File: src/rtl/rob_read_arbiter.sv
// rob_read_arbiter: round-robin AR arbiter in front of the reorder buffer.
// Serialises upstream AR requests onto one AR port, remembers the grant
// order in a small FIFO and routes each in-order R beat back to its owner.
module rob_read_arbiter #(
    parameter int DATA_WIDTH = 8,
    parameter int NUM_REQ    = 2,
    parameter int DEPTH      = 16
) (
    input  logic                    clk,
    input  logic                    rst_n,
    // upstream requesters
    input  logic [4*NUM_REQ-1:0]    u_arid_i,
    input  logic [NUM_REQ-1:0]      u_arvalid_i,
    output logic [NUM_REQ-1:0]      u_arready_o,
    output logic [DATA_WIDTH-1:0]   u_rdata_o,
    output logic [3:0]              u_rid_o,
    output logic [NUM_REQ-1:0]      u_rvalid_o,
    input  logic [NUM_REQ-1:0]      u_rready_i,
    // reorder buffer slave port
    output logic [3:0]              m_arid_o,
    output logic                    m_arvalid_o,
    input  logic                    m_arready_i,
    input  logic [DATA_WIDTH-1:0]   m_rdata_i,
    input  logic [3:0]              m_rid_i,
    input  logic                    m_rvalid_i,
    output logic                    m_rready_o,
    // status
    output logic [4:0]              out_cnt_o,
    output logic                    err_o
);

    localparam int IDX_W = (NUM_REQ > 1) ? $clog2(NUM_REQ) : 1;
    localparam int PTR_W = (DEPTH > 1) ? $clog2(DEPTH) : 1;

    typedef enum logic {
        IDLE  = 1'b0,
        GRANT = 1'b1
    } state_t;

    // One order-FIFO entry: who asked, and with which ID.
    typedef struct packed {
        logic [IDX_W-1:0] idx;
        logic [3:0]       id;
    } entry_t;

    state_t             state_q, state_d;
    logic [IDX_W-1:0]   grant_q, grant_d;
    logic [3:0]         arid_q, arid_d;
    logic [IDX_W-1:0]   rr_ptr_q, rr_ptr_d;
    logic [PTR_W-1:0]   wr_ptr_q, wr_ptr_d;
    logic [PTR_W-1:0]   rd_ptr_q, rd_ptr_d;
    logic [4:0]         cnt_q, cnt_d;
    logic               err_q, err_d;
    entry_t             mem_q [DEPTH];

    logic               pick_found;
    logic [IDX_W-1:0]   pick_idx;
    logic [IDX_W-1:0]   cand;
    logic               push;
    logic               pop;
    logic               empty;
    logic               full;
    entry_t             head;

    assign empty = (cnt_q == 5'd0);
    assign full  = (cnt_q == 5'(DEPTH));
    assign head  = mem_q[rd_ptr_q];

    // Round-robin search: first valid requester above rr_ptr, wrapping.
    // NOTE: every signal written in an always_comb gets a default before any
    // branch; a path that leaves one unassigned would infer a latch.
    always_comb begin
        pick_found = 1'b0;
        pick_idx   = rr_ptr_q;
        cand       = rr_ptr_q;
        for (int i = 1; i <= NUM_REQ; i++) begin
            cand = IDX_W'((int'(rr_ptr_q) + i) % NUM_REQ);
            if (!pick_found && u_arvalid_i[cand]) begin
                pick_found = 1'b1;
                pick_idx   = cand;
            end
        end
    end

    // AR FSM next-state and AR-side outputs.
    always_comb begin
        state_d     = state_q;
        grant_d     = grant_q;
        arid_d      = arid_q;
        rr_ptr_d    = rr_ptr_q;
        push        = 1'b0;
        m_arvalid_o = 1'b0;
        u_arready_o = '0;
        unique case (state_q)
            IDLE: begin
                // registered count only: a same-cycle pop does not unblock
                if (pick_found && !full) begin
                    grant_d = pick_idx;
                    arid_d  = u_arid_i[{pick_idx, 2'b00} +: 4];
                    state_d = GRANT;
                end
            end
            GRANT: begin
                m_arvalid_o          = 1'b1;
                u_arready_o[grant_q] = m_arready_i;
                if (m_arready_i) begin
                    push     = 1'b1;
                    rr_ptr_d = grant_q;
                    state_d  = IDLE;
                end
            end
            default: state_d = IDLE;
        endcase
    end

    assign m_arid_o = arid_q;

    // R steering from the FIFO head; data and ID always pass straight through.
    always_comb begin
        u_rvalid_o = '0;
        m_rready_o = 1'b0;
        if (!empty) begin
            u_rvalid_o[head.idx] = m_rvalid_i;
            m_rready_o           = u_rready_i[head.idx];
        end
    end

    assign u_rdata_o = m_rdata_i;
    assign u_rid_o   = m_rid_i;
    assign pop       = m_rvalid_i & m_rready_o;

    // FIFO pointers, occupancy count and sticky protocol error.
    always_comb begin
        wr_ptr_d = wr_ptr_q;
        rd_ptr_d = rd_ptr_q;
        cnt_d    = cnt_q;
        if (push) wr_ptr_d = wr_ptr_q + PTR_W'(1);
        if (pop)  rd_ptr_d = rd_ptr_q + PTR_W'(1);
        unique case ({push, pop})
            2'b10:   cnt_d = cnt_q + 5'd1;
            2'b01:   cnt_d = cnt_q - 5'd1;
            default: cnt_d = cnt_q;
        endcase
        err_d = err_q
              | (m_rvalid_i & empty)
              | (pop & (m_rid_i != head.id));
    end

    assign out_cnt_o = cnt_q;
    assign err_o     = err_q;

    // Control state registers, all cleared by reset.
    // NOTE: sequential state uses non-blocking assignments so every flop
    // samples its _d value from before this edge.
    always_ff @(posedge clk or negedge rst_n) begin
        if (!rst_n) begin
            state_q  <= IDLE;
            grant_q  <= '0;
            arid_q   <= '0;
            rr_ptr_q <= IDX_W'(NUM_REQ - 1);
            wr_ptr_q <= '0;
            rd_ptr_q <= '0;
            cnt_q    <= '0;
            err_q    <= 1'b0;
        end else begin
            state_q  <= state_d;
            grant_q  <= grant_d;
            arid_q   <= arid_d;
            rr_ptr_q <= rr_ptr_d;
            wr_ptr_q <= wr_ptr_d;
            rd_ptr_q <= rd_ptr_d;
            cnt_q    <= cnt_d;
            err_q    <= err_d;
        end
    end

    // Order FIFO storage.
    // NOTE: the storage array has no reset; the count and pointers decide
    // which entries are live, so stale contents are never observed.
    always_ff @(posedge clk) begin
        if (push) mem_q[wr_ptr_q] <= '{idx: grant_q, id: arid_q};
    end

endmodule

File: config.mk
export PLATFORM = sky130hd
export DESIGN_NAME = rob_read_arbiter
export DESIGN_NICKNAME = d
export VERILOG_FILES = /design/src/rtl/rob_read_arbiter.sv
export SDC_FILE = /design/constraint.sdc
export NUM_CORES = 1
export LEC_CHECK = 0
export ABC_AREA = 1
export CELL_PAD_IN_SITES_DETAIL_PLACEMENT = 0
export CELL_PAD_IN_SITES_GLOBAL_PLACEMENT = 2
export CORE_MARGIN = 2
export CORE_UTILIZATION = 32
export CTS_BUF_LIST = sky130_fd_sc_hd__clkbuf_16
export DETAILED_ROUTE_END_ITERATION = 6
export PLACE_DENSITY_LB_ADDON = 0.1
export SYNTH_ARGS = -nofsm -noshare
export SYNTH_HDL_FRONTEND = slang
export SYNTH_SLANG_ARGS = --single-unit
File: constraint.sdc
create_clock -name clk -period 2.75 [get_ports clk]
set_input_delay 0.55 -clock clk [delete_from_list [all_inputs] [get_ports clk]]
set_output_delay 0.55 -clock clk [all_outputs]
set_load 0.01 [all_outputs]
* Word-level counts from Yosys, hierarchy flattened
Memories as Yosys holds them, arrays and structs flattened. Cells that the tools add are included.
Word-level totals: register bits after elaboration 21, memory bits (writable) 80, input port bits 28, word-level logic and storage cells 70, memories 1
Operators by class: $add $sub $neg 6, $lt $le $gt $ge 6, equality and inequality tests 4, shifts and indexed selects 1, mux-type cells 26, bitwise logic cells 8, reductions and logical operators 10
Memory list:
- mem_q | words 16, width 5, rd ports 1, clocked after Yosys merged registers in 0, wr ports 1, line 54 | entry_t mem_q [DEPTH];
Operator list (number):
- $mux W1 | 20
- $pmux W5 S2 | 1
- $add A4 B1 Y4 const B | 2
- $lt A1 B2 Y1 const B | 4
- $shiftx A8 B4 Y4 | 1
- $add A5 B1 Y5 const B | 1
- $eq A5 B5 Y1 const B | 1
- $logic_not A5 Y1 | 1
- $sub A5 B1 Y5 const B | 1
- $and A2 B2 Y2 | 2
- $logic_and A1 B1 Y1 | 4
- $mux W2 | 2
- $ne A4 B4 Y1 | 1
- $reduce_and A2 Y1 | 2
- $and A1 B1 Y1 | 3
- $add A1 B1 Y1 const B | 2
- $demux W1 S1 | 2
- $eq A2 B1 Y1 const B | 1
- $eq A2 B2 Y1 const B | 1
- $ge A1 B1 Y1 const B | 2
- $logic_not A1 Y1 | 2
- $or A1 B1 Y1 | 2
- $pmux W1 S2 | 1
- $reduce_bool A2 Y1 | 1
- $not A1 Y1 | 1

* Logic depth before layout (Yosys ltp)
Gate-level depths: netlist of the first run.
depth after elaboration 10, mapped depth 19

* Least setup slack after synthesis of the first run
OpenSTA, ideal clock, no wires.
kind reg-to-reg, from register rd_ptr_q[1], to register cnt_q[4], in the netlist out_cnt_o[4], arrival 2506 ps, required time 2671 ps, path slack 164 ps, stages on the path, launching flop included 19, path buffers 2, cell sequence dfrtp_1 -> buf_4 -> inv_2 -> buf_4 -> o211ai_2 -> nand3_1 -> nand3_2 -> nand3_1 -> nand3_2 -> nor2_4 -> ha_1 -> inv_1 -> fa_1 -> nor2_1 -> a211oi_1 -> nand2_1 -> nand2_1 -> nor2_1 -> xor2_1
Between the ends: word-level cells in the longest chain between the ends 7
RTL lines:
- from (decl) | line 51 | logic [PTR_W-1:0] rd_ptr_q, rd_ptr_d;
- from (signal assigned) | line 171 | rd_ptr_q <= rd_ptr_d;
- $mem_v2 Z16 W5 (*)
- $mux W1 (implied by the code) (*) (2 in series) | line 124 | m_rready_o = u_rready_i[head.idx];
- $mux W1 (*) | line 122 | if (!empty) begin
- $and A1 B1 Y1 (*) | line 130 | assign pop = m_rvalid_i & m_rready_o;
- named net pop | line 60 | logic pop;
- $eq A2 B1 Y1 or $eq A2 B2 Y1 (tied branches) | line 139 | unique case ({push, pop})
- $pmux W5 S2 or $reduce_bool A2 Y1 (tied branches)
- to (signal assigned) | line 172 | cnt_q <= cnt_d;
- to (decl) | line 52 | logic [4:0] cnt_q, cnt_d;
The timed path passes the listed nets; every way through them passes the cells marked *. The select of a mux whose other input is x is not followed. A chain may end at the register's enable or synchronous reset.

* Worst setup path after layout of the first run
from register rd_ptr_q[0], to output port u_rvalid_o[0]
Between the ends: word-level cells in the longest chain between the ends 7
RTL lines:
- $mem_v2 Z16 W5 (*)
- $lt A1 B2 Y1 (implied by the code) or $ge A1 B1 Y1 (tied branches) | line 123 | u_rvalid_o[head.idx] = m_rvalid_i;
- $logic_and A1 B1 Y1 (implied by the code) | line 123
- $mux W1 (implied by the code) | line 123
- $demux W1 S1 (*) | line 123
- $and A2 B2 Y2 (no source line) (*)
- $mux W2 (*) | line 122
- to (decl) | line 17 | output logic [NUM_REQ-1:0] u_rvalid_o,
Mark *: on every way between the ends. The rest lies on a longest branch, timed or not.

==> impl_results.md, run 1 <==
* Leading post-synthesis cells by cell area: edfxtp_1 49%, nand2_1 11%, dfrtp_1 10%
* Post-Syn Nets at 561
* Synthesized flop and latch total at 101
* Hpwl dp at 9.14 mm
* WHS at approximately 0.47 ns
* CTS tree: yes
* First-pass GRT wire length at just under 20 mm
* Max transition margin at 63.1%
* Clock sinks at 101
* FFs w/ async S/R, synth at 20.8%
* Worst R2R Setup Slack at ~0.13 ns
* Mapped cell area at about 0.0049 mm²
* Setup crit start: rd_ptr_q[0]
* GR Overflow Total at 0
* Number of vias per cell at 4.57
* XOR/XNOR Fraction of Synth Area at 1.25%
* WL/cell at 16.3 µm
* CP endpoint kind: output port
* Area delta synth->final at 23.7%
* Tcrit/Tclk final at 96.1%
* VDD IR max at roughly 0.42 mV
* Via count at 3572
* Final wirelength at 12.7 mm
* Final Setup Violations at 0
* Synth warn at 0
* Worst Reg-to-Reg Cells at 19
* # nets final at 627
* Synth Area in Simple Gates at 22.7%
* Commonest cells after routing, fill and taps aside: 141 x nand2_1, 84 x inv_1, 80 x edfxtp_1, 63 x nand3_1, 41 x buf_4
* Synth Instances at between 500 and 600
* Setup CP Type: reg -> out
* Share of layout cells above drive strength 1 at between 10 and 15%
* Global-route usage over all layers at 16.5%
* Final Skew at 0.00674 ns
* Leakage at 2.68 nW
* Hold buffers post-CTS at 0
* Outcome: completed
* Sequential cell area at roughly 0.003 mm²
* Tightest Pin Transition at 0.554 ns
* Ports at between 50 and 60
* Remaining DRCs at 0
* WP data required at 2.20 ns
* Reg2reg start: rd_ptr_q[0]
* RSZ-0062 raised after global routing: true
* Die Span Y at 128 µm
* Total CTS buffers at 9
* Filler Cells Inserted at 1527
* Die W at around 130 µm
* Vias in the first global route at 3515
* Clock latency on the worst-skew pair at 0.35 ns
* Multi-input logic area at 0.00151 mm²
* Post-Syn Area per Cell at 9.39 µm²
* Share of the synthesized area in the top cell type at 48.9%
* Die area at 0.0163 mm²
* Critical Path Fanout Max at 4
* Site Rows at 45
* CTS clock-pin slew for the worst setup and hold paths at around 0.070 ns
* Yosys top cell by area: edfxtp_1
* Iteration count of the initial detailed-routing pass at 4
* Pwr dens at 1070 mW/mm²
* CTS root buffer: clkbuf_16
* Port bufs at 39
* Distinct cell type count after synthesis at 31
* Slew Limit Fails at 0
* FMAX at 378 MHz
* Clock Tree Buf Depth at 2
* Compound-Gate Fraction of Synth Area at 3.16%
* Largest family of logic cells by synthesized area: simple AND/OR/NAND/NOR gates
* Routability Congestion at 0.754
* Startpoint types: flip-flop
* FF-to-FF End: out_cnt_o[4]
* Initial DRC Count at 232
* Critical path arrival at 2.09 ns
* Crit path to: u_rvalid_o[0]
* Remaining antenna violation count at 0
* Hold crit path type: reg -> reg
* Most common cell after layout, fill and taps aside: nand2_1
* Initial core utilization at 32.5%
* Final design utilization at 40.2%
* Sequential area share after synthesis at between 50% and 60%
* Ys flop type: edfxtp_1
* Final min period at 2.64 ns
* Post-synth EDFFs at 80
* H-tree depth at 3
* Endpoints failing hold at 0
* Largest net degree at the start of global routing at 22
* Antenna cells at 0
* Core area at about 0.015 mm²
* Mux cell area share after synthesis at 0%
* Synth Area in Adders at under 10%
* Initial antenna violation count at 0
* Maximum capacitance violations at 0
## power breakdown
part / internal, mW / total [mW] / switching, mW
sequential: 2.06 / 2.26 / 0.202
combinational: 1.14 / 2.85 / 1.71
clock: 0.778 / 1.39 / 0.613
total: 3.98 / 6.51 / 2.53
## cells by family after synthesis
logic type	count (synthesis)
xor+xnor	7
fa+ha+maj	10
buf+inv	116
flops	101
simple gates	261
compound gates	28
## worst min path at each step
stage / start / end / depth (start not counted)
floorplan: rst_n / err_o / 0
global placement: err_o / err_o / 2
detailed placement: err_o / err_o / 2
CTS: err_o / err_o / 2
global route: err_o / err_o / 2
finish: err_o / err_o / 2
## per-layer routing
metal	global-route usage [%]	up-vias	routed length (µm)
met4	6.14	0	231
li1	-	1800	-
met1	21.9	1682	6010
met2	27.3	78	6030
met3	2.67	12	436
met5	0	-	0
## worst max-delay path, stage by stage, from the launching register on
cell and delay, ns:
dfrtp_2 0.46, buf_6 0.14, nor2_1 0.09, nor2_1 0.04, o21ai_1 0.07, nand3_1 0.10, nand3_2 0.12, nand2_2 0.07
nor2_1 0.10, clkdlybuf4s50_1 0.55
## cells in the mapped netlist (2+ instances only)
library cell and n:
a21oi_1 3, a31oi_1 2, buf_2 3, buf_4 18, clkbuf_1 6, dfrtp_1 20
edfxtp_1 80, ha_1 9, inv_1 85, inv_2 2, nand2_1 143, nand3_1 63
nand3_2 3, nand4_1 2, nor2_1 38, nor3_1 2, o21ai_0 17, o21ai_1 3
or2_2 7, xor2_1 6
## final cells by class
| cell class | instances | area share (%) |
|---|---|---|
| flip-flops and latches | 101 | 48.2 |
| multi-input cells | 306 | 24.8 |
| repair buffers | 83 | 12.2 |
| inverters | 88 | 5.52 |
| clock buffers | 10 | 4.12 |
| well taps | 188 | 3.87 |
| clock inverters | 6 | 1.26 |
## state kept, by name, summed over array words and instances (netlist names)
signal     count
mem_q         80
out_cnt_o      5
rd_ptr_q       4
m_arid_o       4
rr_ptr_q       1
grant_q        1
wr_ptr_q       4
state_q        1
err_o          1
## stage by stage
stage          setup slack (ns)  setup TNS, ns  cell area [µm²]  cells  power [mW]
3_3_place_gp             0.0820              0             5690    766        5.09
5_1_grt                 -0.0888         -0.157             6070    782        7.00
4_1_cts                  0.0253              0             6020    782        6.52
6_report                  0.108              0             6070    782        6.51
3_5_place_dp            0.00873              0             5690    766        5.11
2_1_floorplan             0.164              0             4910    523        3.89
## timing repair
item	4_1_cts	5_1_grt
setup endpoints to repair	2	4
setup buffers	0	0
pin swaps	0	11
gates resized for setup	4	14
hold endpoints to repair	0	0
(Power assumes the default switching activity.)
==> inputs of run 2 (changes only) <==
--- a/config.mk
+++ b/config.mk
@@ -13,6 +13,7 @@
 export CTS_BUF_LIST = sky130_fd_sc_hd__clkbuf_16
 export DETAILED_ROUTE_END_ITERATION = 6
 export PLACE_DENSITY_LB_ADDON = 0.1
+export SLEW_MARGIN = 20
 export SYNTH_ARGS = -nofsm -noshare
 export SYNTH_HDL_FRONTEND = slang
 export SYNTH_SLANG_ARGS = --single-unit
==> results of run 2 <==
No change in the layout: final DEF, timing and power equal those of run 1.
==> inputs of run 3 (changes only) <==
--- a/config.mk
+++ b/config.mk
@@ -6,6 +6,7 @@
 export NUM_CORES = 1
 export LEC_CHECK = 0
 export ABC_AREA = 1
+export CAP_MARGIN = 20
 export CELL_PAD_IN_SITES_DETAIL_PLACEMENT = 0
 export CELL_PAD_IN_SITES_GLOBAL_PLACEMENT = 2
 export CORE_MARGIN = 2
==> results of run 3 <==
No change in the layout: final DEF, timing and power equal those of run 1.
